--- src/rtl/skill_ctrl.sv ---
// Skill controller: edge-detected skill requests spend points from a regenerating pool,
// and each fired skill stays active for a fixed number of game ticks.
module skill_ctrl #(
  parameter int NUM_SKILLS     = 3,
  parameter int MAX_POINTS     = 3,
  parameter int INIT_POINTS    = 0,
  parameter int REGEN_TICKS    = 200,
  parameter int DURATION_TICKS = 100,
  localparam int PW            = $clog2(MAX_POINTS + 1)
) (
  input  logic                  clk,
  input  logic                  rst,
  input  logic                  tick,
  input  logic                  enable,
  input  logic                  new_game,
  input  logic [NUM_SKILLS-1:0] skill_req,
  output logic [NUM_SKILLS-1:0] skill_active,
  output logic [NUM_SKILLS-1:0] skill_fire,
  output logic [PW-1:0]         points,
  output logic [MAX_POINTS-1:0] point_bar
);

  localparam int CMAX = (REGEN_TICKS > DURATION_TICKS) ? REGEN_TICKS : DURATION_TICKS;
  localparam int CW   = $clog2(CMAX + 1);

  logic [NUM_SKILLS-1:0] req_q;
  logic [NUM_SKILLS-1:0] active_q, active_d;
  logic [CW-1:0]         dur_q [NUM_SKILLS];
  logic [CW-1:0]         dur_d [NUM_SKILLS];
  logic [CW-1:0]         regen_q, regen_d;
  logic [PW-1:0]         points_q, points_d;
  logic [NUM_SKILLS-1:0] cand, fire;
  logic                  found, regen_hit;
  logic [PW:0]           pool_sum;

  // Lowest-index eligible rising edge wins; everything else is dropped, not queued.
  always_comb begin
    cand  = skill_req & ~req_q & ~active_q;
    fire  = '0;
    found = 1'b0;
    if (enable && (points_q != '0)) begin
      for (int i = 0; i < NUM_SKILLS; i++) begin
        if (cand[i] && !found) begin
          fire[i] = 1'b1;
          found   = 1'b1;
        end
      end
    end
  end

  always_comb begin
    regen_d   = regen_q;
    regen_hit = 1'b0;
    if (!enable) begin
      regen_d = '0;
    end else if (tick) begin
      if (regen_q == CW'(REGEN_TICKS - 1)) begin
        regen_d   = '0;
        regen_hit = 1'b1;
      end else begin
        regen_d = regen_q + CW'(1);
      end
    end
    // A fire needs points > 0, so the subtraction cannot go below zero.
    pool_sum = {1'b0, points_q} + (PW + 1)'(regen_hit) - (PW + 1)'(found);
    if (pool_sum > (PW + 1)'(MAX_POINTS)) begin
      points_d = PW'(MAX_POINTS);
    end else begin
      points_d = pool_sum[PW-1:0];
    end
    if (new_game) begin
      regen_d  = '0;
      points_d = PW'(INIT_POINTS);
    end
  end

  always_comb begin
    for (int i = 0; i < NUM_SKILLS; i++) begin
      active_d[i] = active_q[i];
      dur_d[i]    = dur_q[i];
      if (!enable || new_game) begin
        active_d[i] = 1'b0;
        dur_d[i]    = '0;
      end else if (fire[i]) begin
        active_d[i] = 1'b1;
        dur_d[i]    = CW'(DURATION_TICKS);
      end else if (active_q[i] && tick) begin
        if (dur_q[i] == CW'(1)) begin
          active_d[i] = 1'b0;
          dur_d[i]    = '0;
        end else begin
          dur_d[i] = dur_q[i] - CW'(1);
        end
      end
    end
  end

  always_ff @(posedge clk) begin
    if (!rst) begin
      req_q    <= '0;
      active_q <= '0;
      regen_q  <= '0;
      points_q <= PW'(INIT_POINTS);
      for (int i = 0; i < NUM_SKILLS; i++) dur_q[i] <= '0;
    end else begin
      req_q    <= skill_req;
      active_q <= active_d;
      regen_q  <= regen_d;
      points_q <= points_d;
      for (int i = 0; i < NUM_SKILLS; i++) dur_q[i] <= dur_d[i];
    end
  end

  always_comb begin
    for (int k = 0; k < MAX_POINTS; k++) point_bar[k] = (int'(points_q) > k);
  end

  assign skill_fire   = fire;
  assign skill_active = active_q;
  assign points       = points_q;

endmodule
--- config.mk ---
export PLATFORM = sky130hd
export DESIGN_NAME = skill_ctrl
export DESIGN_NICKNAME = d
export VERILOG_FILES = /design/src/rtl/skill_ctrl.sv
export SDC_FILE = /design/constraint.sdc
export NUM_CORES = 1
export LEC_CHECK = 0
export CAP_MARGIN = 15
export CORE_ASPECT_RATIO = 1.25
export CORE_MARGIN = 4
export CORE_UTILIZATION = 52
export CTS_CLUSTER_SIZE = 25
export DETAILED_ROUTE_END_ITERATION = 6
export PLACE_DENSITY = 0.77
export RECOVER_POWER = 100
export SLEW_MARGIN = 5
export SYNTH_ARGS = -nofsm -noshare
export SYNTH_HDL_FRONTEND = slang
export SYNTH_SLANG_ARGS = --single-unit
--- constraint.sdc ---
create_clock -name clk -period 4.6 [get_ports clk]
set_input_delay 0.46 -clock clk [delete_from_list [all_inputs] [get_ports clk]]
set_output_delay 0.46 -clock clk [all_outputs]
set_load 0.02 [all_outputs]
# After elaboration in Yosys (flattened, before gate mapping)
# Memories as Yosys holds them, arrays and structs flattened.
# Cells that the tools add are included.
# word_totals
output_inout_bits	11
romBits	0
ramBits	24
reg_bits	16
in_bits	8
n_memories	1
latch_bits	0
# classes
bitwise_logic	9
mul	0
n_div	0
n_shift	0
reduce_logical	23
eq_ne	4
addsub	6
n_mux	40
n_lt_le_gt_ge	4
# memory_table
name	words	width	read_ports	rd_ports_with_merged_regs	wr	line	text
dur_q	3	8	3	0	3	28	logic [CW-1:0] dur_q [NUM_SKILLS];
# ops
operator	n
two-way mux 8 bit	16
equality test 8 x 1 -> 1 bit, second input constant	3
subtractor 8 x 1 -> 8 bit, second input constant	3
two-way mux 1 bit	22
nonzero test 2 bit	7
adder 8 x 1 -> 8 bit, second input constant	1
equality test 8 bit, second input constant	1
bitwise AND 3 bit	2
logical AND 1 bit	6
NOT 3 bit	2
AND reduction 2 bit	3
greater-than comparator 2 x 1 -> 1 bit, second input constant	2
OR reduction 2 bit	2
adder 2 x 1 -> 3 bit	1
greater-than comparator 3 x 2 -> 1 bit, second input constant	1
zero test 1 bit	3
two-way mux 3 bit	1
OR 1 bit	3
OR reduction 3 bit	1
subtractor 3 x 1 -> 3 bit	1
greater-than comparator 2 bit, second input constant	1
two-way mux 2 bit	1
NOT 1 bit	2
logical OR 1 bit	1

# Longest topological paths before layout
# Gate-level depths: netlist of the first run.
# logic_depth
word_depth	16
mapped_depth	10
mapped_depth_nobuf	10

# Least setup slack after synthesis of the first run
# No wires, ideal clock.
# synth_path
kind	input to register
from	input tick
to	register points_q[0], in the netlist points[0]
setup_ns	0.121
setup_slack_ns	2.364
path_buffers	1
path_stages	10
arrival_time_ns	2.114
cell_sequence	clkbuf_1 > and3_1 > nand3_1 > ha_1 > inv_1 > ha_1 > inv_1 > fa_1 > xnor2_1 > a21oi_1
# synth_via
elab_chain_len	6
# synth_rtl
element	line	text
from (decl)	13	input logic tick,
two-way mux 1 bit *	56	end else if (tick) begin
two-way mux 1 bit *	54	if (!enable) begin
adder 2 x 1 -> 3 bit *	65	pool_sum = {1'b0, points_q} + (PW + 1)'(regen_hit) - (PW + 1)'(found);
subtractor 3 x 1 -> 3 bit *	65	
greater-than comparator 3 x 2 -> 1 bit	66	if (pool_sum > (PW + 1)'(MAX_POINTS)) begin
two-way mux 2 bit *	66	
to (signal assigned)	103	points_q <= PW'(INIT_POINTS);
to (signal assigned)	109	points_q <= points_d;
to (decl)	31	logic [PW-1:0] points_q, points_d;
# Mark *: on every way between the ends. The rest lies on a longest branch, timed or not.
# A chain may end at the register's enable or synchronous reset.

# Worst setup path in the final report of the first run
# layout_path
from	input skill_req[2]
to	output skill_fire[2]
# layout_via
elab_chain_len	5
# layout_rtl
element	line	text
from (decl)	16	input logic [NUM_SKILLS-1:0] skill_req,
bitwise AND 3 bit (2 in a row)	38	cand = skill_req & ~req_q & ~active_q;
logical AND 1 bit	43	if (cand[i] && !found) begin
two-way mux 1 bit	43	
two-way mux 3 bit	41	if (enable && (points_q != '0)) begin
to (decl)	18	output logic [NUM_SKILLS-1:0] skill_fire,
# Every way passes these cells.

==> results of run 1 <==
==> Yosys cell counts, types with 2 or more instances <==
cell type	n	share of area, %
or4_4	3	1.7
nor2b_1	2	0.63
xor2_1	7	3.1
nor3_1	8	2.0
a21oi_1	16	4.0
nand4_1	6	1.9
a31oi_1	4	1.3
nand2b_1	2	0.63
or2_2	2	0.63
nor3b_1	2	0.76
nand4bb_1	2	1.1
clkbuf_1	4	0.76
nor4_1	5	1.6
nor2_1	30	5.7
a311oi_1	2	0.88
nand3_1	7	1.8
mux2i_1	3	1.5
nand2_1	17	3.2
inv_1	14	2.7
dfxtp_1	40	40
and2_1	4	1.3
xnor2_1	11	4.9
ha_1	9	5.7
o21ai_0	9	2.3
o21a_1	2	0.76
or3_1	3	0.95
==> final timing paths <==
check	startpoint	endpoint	slack [ns]	depth (start not counted)
setup / recovery	skill_req[2]	skill_fire[2]	1.38	5
hold / removal	dur_q[0][8]	dur_q[0][8]	0.50	2
setup reg to reg	skill_active[1]	points[1]	2.36	10
hold reg to reg	dur_q[0][8]	dur_q[0][8]	0.50	2
==> layout make-up <==
type | instances | area share [%]
tap | 39 | 2.15
inverter | 15 | 2.48
clock inverter | 1 | 0.331
sequential | 40 | 35.3
multi-input combinational | 171 | 47.7
clock buffer | 7 | 3.80
timing repair buffer | 19 | 8.27
==> where the power goes <==
group	internal (µW)	switching (µW)
combinational	9.71	12.3
sequential	348	0.785
clock	122	120
==> per-stage QoR <==
step | hold WS (ns) | util (%) | worst slack, ns
2_1_floorplan | 0.462 | - | 2.36
3_5_place_dp | 0.486 | 61.2 | 1.58
4_1_cts | 0.501 | 63.9 | 1.57
5_1_grt | 0.526 | 63.5 | 1.27
6_report | 0.497 | 63.5 | 1.38
3_3_place_gp | 0.488 | 61.2 | 1.61
==> routing by layer <==
metal	vias up	part of all wire (%)
met5	-	0
met4	0	1.2
met3	6	3.6
met2	30	48
met1	771	47
li1	851	-
==> flip-flops by register name (all words and copies together), names as in the netlist <==
| signal | flops |
|---|---|
| dur_q | 24 |
| points | 2 |
| regen_q | 8 |
| req_q | 3 |
| skill_active | 3 |
==> worst reg2reg max path: cells and delay by family (launching register included) <==
family                     cells  cell delay [ns]
AOI/OAI and AO/OA              2             0.26
xor gates and xnor gates       1             0.19
adders and majority gates      3             0.75
buffers and inverters          2             0.10
DFF                            1             0.39
and+or+nand+nor                2             0.44
==> cells by family (layout without fill, tap and decap cells) <==
family / count (synthesis) / in the layout / share of synthesized area (%)
simple gates: 101 / 101 / 27.4
compound gates: 39 / 39 / 11.7
buf+inv: 21 / 42 / 4.36
mux: 3 / 3 / 1.52
fa+ha+maj: 10 / 10 / 6.69
xor+xnor: 18 / 18 / 7.95
flops: 40 / 40 / 40.4
==> out/metrics.yaml, run 1 <==
critical_path:
  end_kind: "primary output"
  crit_arrival_ns: 2.76
  worstPathMaxFanout: 4
  crit_top_cell: "dlygate4sd3_1"
  crit_family: "buffers and inverters"
  max_stage_delay_ns: 0.68
  cp.required_ns: 4.14
  cp-start-kind: "input port"
  worst-path-buf-inv: 3
  path_class: "input port to primary output"
  cp_cell_sequence: "dlygate4sd3_1 > or3b_1 > or4_1 > inv_1 > dlygate4sd3_1"
  crit_slowest_cell: "dlygate4sd3_1"
floorplan:
  ios: 19
  fp.coreArea_mm2: 0.00357
  die_h_um: 77.0
  die_x_um: 63.2
  start_util_pct: 55.5
  die_area_mm2: 0.00487
  std_cell_rows: 24
layout:
  layoutNonFillerInstCount: 292
  stdcell_area_mm2: 0.00227
  final_common_cell: "dfxtp_1"
  multi_input_area_mm2: 0.00108
  area_growth_pct: 14.5
  drive_gt1_share_pct: 5.14
  n_fill_cell: 308
  final_cell_mix: "dfxtp_1, nor2_1, nand2_1"
  nets: 270
  regArea_um2: 801
  antennaDiodeCount: 0
routing:
  firstDrtPassIters: 4
  drtAntennaViolNets: 0
  post-route-drc-count: 0
  vias: 1658
  wl_per_cell_um: 13.0
  wl_um: 3800
  first_iter_violations: 63
  avgViaCountPerCell: 5.68
clock_tree:
  ctsHoldBuffers: 0
  h-tree-depth: 2
  clk_path_buf_depth: 2
  postCtsSetupBuffers: 0
  clock-sinks: 40
  cts_resized: 0
  worstSkewPairLatency_ns: 0.29
  cts_made_buffers: 5
  clkTransAtPathRegs_ns: 0.08
  cts_tree: "built"
  cts-root-buf: "clkbuf_8"
grt:
  first_global_vias: 1577
  grt_max_degree: 21
  met1_usage_pct: 20.4
  antenna_found_initial: 0
  grt-ovfl-total: 0
  grt.total_usage_pct: 16.8
  grt_busiest_layer: "met2"
  use_met2_pct: 28.3
  grt_pass1_wl_um: 6730
  met3_usage_pct: 3.95
timing:
  fin_setup_tns_ns: 0
  final-hold-violation-count: 0
  fmax_mhz: 311
  finalCriticalPeriod_ns: 3.22
  rsz0062_at_grt: "false"
  setup_viol: 0
  period_share_pct: 70.0
  tightest_slew_ns: 0.984
  max_slew_margin_pct: 34.4
  drv_slew: 0
  skew_ns: 0.00832
logic_synthesis:
  synth_ff_type: "dfxtp_1"
  synth_nets: 250
  synth_seq_cells: 40
  avgSynthCellArea_um2: 8.54
  netlist_instances: 232
  yosysWarnings: 0
  synth_edf_count: 0
  synthArstFlopShare_pct: 0
  synth_area_mm2: 0.00198
  yosysSeqAreaShare_pct: 40.4
  yosysUniqueCellTypes: 44
power_and_ir_drop:
  totalPowerFinal_uw: 612
  power_leakage_uw: 0.000834
  peakVddDrop_v: 0.000192
  p_per_area_mw_per_mm2: 270
placement:
  io_buffers: 18
  gp_congestion: 0.854
  dp_hpwl_um: 2810
  dpl.cell_count: 284
  placed_area_mm2: 0.00219
status:
  status: "completed"
run:
  max_cap_viol_count: 0
min_path:
  worstHoldPathType: "flip-flop to flip-flop"
No activity file was read; power rests on OpenSTA's default activity.
==> inputs of run 2 (changes only) <==
- CORE_UTILIZATION: 52 -> 51
- PLACE_DENSITY: 0.77 -> 0.78
- clock period: 4.6 -> 2.7 ns (I/O delays scaled with it)
==> out/metrics.yaml, run 2 (synthesis results as in run 1) <==
routing:
  drtAntennaViolNets: 0  # unchanged
  wl_um: 3810  # +0.29%
  first_iter_violations: 56  # -11%
  wl_per_cell_um: 12.9  # -0.73%
  avgViaCountPerCell: 5.64  # -0.60%
  vias: 1665  # +0.42%
  post-route-drc-count: 0  # unchanged
  firstDrtPassIters: 4  # unchanged
floorplan:
  die_x_um: 63.8  # +0.85%
  fp.coreArea_mm2: 0.00375  # +5.0%
  die_h_um: 77.7  # +0.87%
  std_cell_rows: 25  # +4.2%
  start_util_pct: 52.8  # -2.7 points
  die_area_mm2: 0.00495  # +1.7%
  ios: 19  # unchanged
timing:
  max_slew_margin_pct: 38.9  # +4.5 points
  fmax_mhz: 384
  tightest_slew_ns: 0.917  # -0.0668 ns
  fin_setup_tns_ns: 0  # unchanged
  hold_slack_ns: 0.495  # -0.00159 ns
  period_share_pct: 96.4
  finalCriticalPeriod_ns: 2.60
  setup_viol: 0  # unchanged
  rsz0062_at_grt: "false"
  skew_ns: 0.00824  # -0.0000788 ns
  final-hold-violation-count: 0  # unchanged
  drv_slew: 0  # unchanged
grt:
  grt_pass1_wl_um: 6870  # +2.1%
  grt-ovfl-total: 0  # unchanged
  grt_max_degree: 20  # -4.8%
  first_global_vias: 1592  # +0.95%
  antenna_found_initial: 0  # unchanged
  grt.total_usage_pct: 17.2  # +0.45 points
critical_path:
  r2r_start: "skill_active[1]"
  crit_family: "buffers and inverters"
  cp-start-kind: "input port"
  crit_slowest_cell: "clkdlybuf4s50_1"
  crit_arrival_ns: 2.33  # -0.43 ns
  cp.required_ns: 2.43  # -1.71 ns
  path_class: "input port to primary output"
  crit_top_cell: "clkdlybuf4s50_1"
  worst-path-buf-inv: 3  # unchanged
  worstPathMaxFanout: 3  # -1
  startpoint: "skill_req[2]"
  end_kind: "primary output"
  max_stage_delay_ns: 0.59  # -0.09 ns
  cp_cell_sequence: "clkdlybuf4s50_1 > or3b_1 > or4_4 > inv_2 > clkdlybuf4s50_1"
clock_tree:
  clkTransAtPathRegs_ns: 0.08  # about the same
  clock-sinks: 40  # unchanged
  cts-root-buf: "clkbuf_8"
  ctsHoldBuffers: 0  # unchanged
  h-tree-depth: 2  # unchanged
  worstSkewPairLatency_ns: 0.29  # about the same
  postCtsSetupBuffers: 0  # unchanged
  cts_made_buffers: 5  # unchanged
  cts_tree: "built"
  cts_resized: 0  # unchanged
  clk_path_buf_depth: 2  # unchanged
min_path:
  worstHoldPathType: "flip-flop to flip-flop"
  hold_path.startpoint: "dur_q[0][8]"
power_and_ir_drop:
  seqPwrFrac_pct: 53.9  # -3.0 points
  p_int_uw: 883  # +84%
  power.switching_uw: 219  # +65%
  totalPowerFinal_uw: 1100  # +80%
  p_per_area_mw_per_mm2: 480  # +78%
  power_leakage_uw: 0.000842  # +1.0%
  power.share.clock_pct: 42.8  # +3.3 points
  p_sw_share_pct: 19.9  # -1.8 points
  peakVddDrop_v: 0.000357  # +86%
  comb_power_share_pct: 3.4  # -0.2 points
status:
  status: "completed"
layout:
  regArea_um2: 801  # unchanged
  area_growth_pct: 15.9
  nets: 272  # +0.74%
  n_fill_cell: 332  # +7.8%
  largest_reg_flops: 24  # unchanged
  multi_input_area_mm2: 0.00108  # +0.12%
  final_cell_mix: "dfxtp_1, nor2_1, nand2_1"
  final_common_cell: "dfxtp_1"
  antennaDiodeCount: 0  # unchanged
  top_regs: "dur_q x24, regen_q x8"
  drive_gt1_share_pct: 5.88  # +0.74 points
  stdcell_area_mm2: 0.00230  # +1.2%
  regMostFlops: "dur_q"
placement:
  gp_congestion: 0.784  # -8.1%
  dp_hpwl_um: 2810  # +0.22%
  placed_area_mm2: 0.00220  # +0.74%
  io_buffers: 18  # unchanged
run:
  max_cap_viol_count: 0  # unchanged
## run 2: worst register-to-register path, delay by kind of cell (launching register included)
kind | cells | cell delay (ns)
AOI/OAI and AO/OA | 2 | 0.24
buffers and inverters | 2 | 0.11
xor gates and xnor gates | 1 | 0.18
adders and majority gates | 3 | 0.74
and+or+nand+nor | 2 | 0.44
DFF | 1 | 0.39
## run 2: worst paths after layout
kind	slack (ns)	depth (start not counted)	end
worst max-delay path	0.1	5	skill_fire[2]
worst min-delay path	0.50	2	dur_q[0][8]
worst max register to register	0.48	10	points[0]
worst min register to register	0.50	2	dur_q[0][8]
## run 2: metrics by stage
stage                     cells  utilization, %  worst slack [ns]
after global placement      287            58.7             0.116
final                       295            61.2            0.0960
after global routing        295            61.2            0.0369
after detailed placement    287            58.7             0.102
after floorplan             232               -             0.553
after CTS                   295            61.6            0.0886
## run 2: final cells by class
type                            count  share of cell area [%]
Timing Repair Buffer               21                    8.66
Tap cell                           40                    2.18
Clock buffer                        6                    3.16
Clock inverter                      2                    1.53
Inverter                           15                    2.45
Sequential cell                    40                    34.9
Multi-Input combinational cell    171                    47.2
## run 2: routing by layer
layer	GRT usage (%)	vias to the layer above	part of all wire [%]
met3	3.47	2	3.6
met1	21.0	769	46
met2	29.6	43	49
met4	6.48	0	1.3
li1	-	851	-
met5	0	-	0
## run 2: power groups by stage
stage,clock (µW),sequential (µW),combinational [µW]
after global placement,0,607,38.5
final,471,594,37.2
after detailed placement,0,607,38.8
after floorplan,0,607,21.0
after global routing,508,594,41.0
after CTS,481,594,39.2
==> edit (settings of run 1) <==
The parameter `REGEN_TICKS` goes from 200 to 300.
--- a/src/rtl/skill_ctrl.sv
+++ b/src/rtl/skill_ctrl.sv
@@ -4,7 +4,7 @@
   parameter int NUM_SKILLS     = 3,
   parameter int MAX_POINTS     = 3,
   parameter int INIT_POINTS    = 0,
-  parameter int REGEN_TICKS    = 200,
+  parameter int REGEN_TICKS    = 300,
   parameter int DURATION_TICKS = 100,
   localparam int PW            = $clog2(MAX_POINTS + 1)
 ) (
Behaviour: same outputs for any inputs over 10 cycles, from zero or initial values and one cycle with rst low; that may be too few to reach the edited logic, so the function may still have changed.
==> edit against run 1 <==
- wire length increased by 4.1%
- critical endpoint is now points[0]$_SDFF_PP0_
- worst setup slack got worse by 0.18 ns
- count of clock-buffer cells in the layout unchanged
- area after synthesis increased by 8.6%
- final area increased by 7.7%
- first-iteration DRC count decreased by 4.8%
- sequential cell count increased by 4
Power is not compared: it rests on default switching activity, and its combinational part moved more than twofold at a synthesized area within 25%.
==> edit: results (changes against run 1) <==
outcome:
  status: "finished, final reports clean"  # unchanged
sta:
  fin_skew_ns: 0.009454  # was 0.008318 ns
  timing.hold.ws_ns: 0.5055  # was 0.4970 ns
  post-route-min-period_ns: 3.404  # was 3.219 ns
  slew_headroom_pct: 36.82  # was 34.43%
synth:
  seq_area_frac_synth_pct: 40.91  # was 40.40%
  synth_nets: 274  # was 250
  synth_top_area_share_pct: 40.91  # was 40.40%
  synth_compound_area_share_pct: 8.890  # was 11.68%
  synth_xor_area_share_pct: 10.58  # was 7.955%
  synth_area_leaders: "dfxtp_1 (41%), nor2_1 (7.3%), xnor2_1 (5.7%), ha_1 (5.2%), xor2_1 (4.9%)"  # was dfxtp_1 (40%), ha_1 (5.7%), nor2_1 (5.7%), xnor2_1 (4.9%), a21oi_1 (4.0%)
  yosysUniqueCellTypes: 39  # was 44
  synth.mux.area_fraction_pct: 0.9297  # was 1.515%
  async_flop_share_pct: 0  # unchanged
  synth_common_cells: "dfxtp_1 (44), nor2_1 (42), nand2_1 (24), inv_1 (14), xnor2_1 (14)"  # was dfxtp_1 (40), nor2_1 (30), nand2_1 (17), a21oi_1 (16), inv_1 (14)
  synth_adder_area_share_pct: 6.159  # was 6.692%
  synth.avg_cell_area_um2: 8.411  # was 8.543 um^2
worst_setup_path:
  critPathMaxStageDelay_ns: 0.70  # was 0.68 ns
  timing.critical_path.from: "tick"  # was skill_req[2]
  r2r_end: "points[0]$_SDFF_PP0_"  # was points[1]$_SDFF_PP0_
  r2r_setup_slack_ns: 2.06  # was 2.36 ns
  rr_startpoint: "regen_q[6]$_SDFFE_PP0P_"  # was skill_active[1]$_SDFFE_PP0P_
  path_class: "input pin to flop"  # was input pin to output pin
  path_max_fanout: 20  # was 4
  rr_worst_depth: 11  # was 10
  cp.arrival_ns: 3.59  # was 2.76 ns
  cp_slowest_cell: "clkbuf_1"  # was dlygate4sd3_1
cts:
  cts_resized: 0  # unchanged
  clk_latency_ns: 0.29  # about the same
route:
  drt-initial-drc-count: 60  # was 63
  routed_via_density: 5.266  # was 5.678
  routed_wirelength_mm: 3.956  # was 3.802 mm
cells_and_area:
  reg_top3: "dur_q (27), regen_q (9)"  # was dur_q (24), regen_q (8)
  drive_gt1_share_pct: 2.930  # was 5.138%
  fin_util_pct: 63.03  # was 63.52%
  nNetsFinal: 290  # was 270
  final_cells: 327  # was 292
  num-fill-cells: 366  # was 308
placed_design:
  dpl_cell_area_mm2: 0.002360  # was 0.002188 mm^2
  dp_cells: 319  # was 284
  gp_congestion: 0.7996  # was 0.8538
  place_ws_ns: 1.563  # was 1.580 ns
min_path:
  hold_path_end: "dur_q[0][18]$_SDFFE_PP0P_"  # was dur_q[0][8]$_SDFFE_PP0P_
  min_from: "dur_q[0][18]$_SDFFE_PP0P_"  # was dur_q[0][8]$_SDFFE_PP0P_
global_routing:
  grt_pass1_wl_mm: 7.169  # was 6.727 mm
  grt_usage_pct: 17.14  # was 16.78%
  grt_pass1_vias: 1697  # was 1,577
edit: cell count changes after synthesis, moves of 4 or more:
cell | run 1 | this run
nor2_1 | 30 | 42
xor2_1 | 7 | 12
dfxtp_1 | 40 | 44
nand2_1 | 17 | 24
nand3_1 | 7 | 11
a21oi_1 | 16 | 7
edit: metal layers:
metal / wire [um] / vias to the layer above / GRT usage [%]
li1: - / 898 / -
met1: 1867 / 796 / 20.23
met2: 1911 / 22 / 29.99
met3: 126 / 6 / 3.944
met4: 50 / 0 / 6.017
met5: 0 / - / 0
edit: report_power, final:
part	internal, W	switching [W]
combinational	0.0000518	0.0000648
clock	0.000122	0.000127
sequential	0.000389	0.0000115
edit: area by class of cell:
| cell class | count | area share (%) |
|---|---|---|
| clock buffer | 7 | 3.531 |
| timing repair buffer | 19 | 7.523 |
| inverter | 14 | 2.149 |
| multi-input combinational | 188 | 47.70 |
| sequential | 44 | 36.03 |
| clock inverter | 1 | 0.3071 |
| tap | 54 | 2.764 |
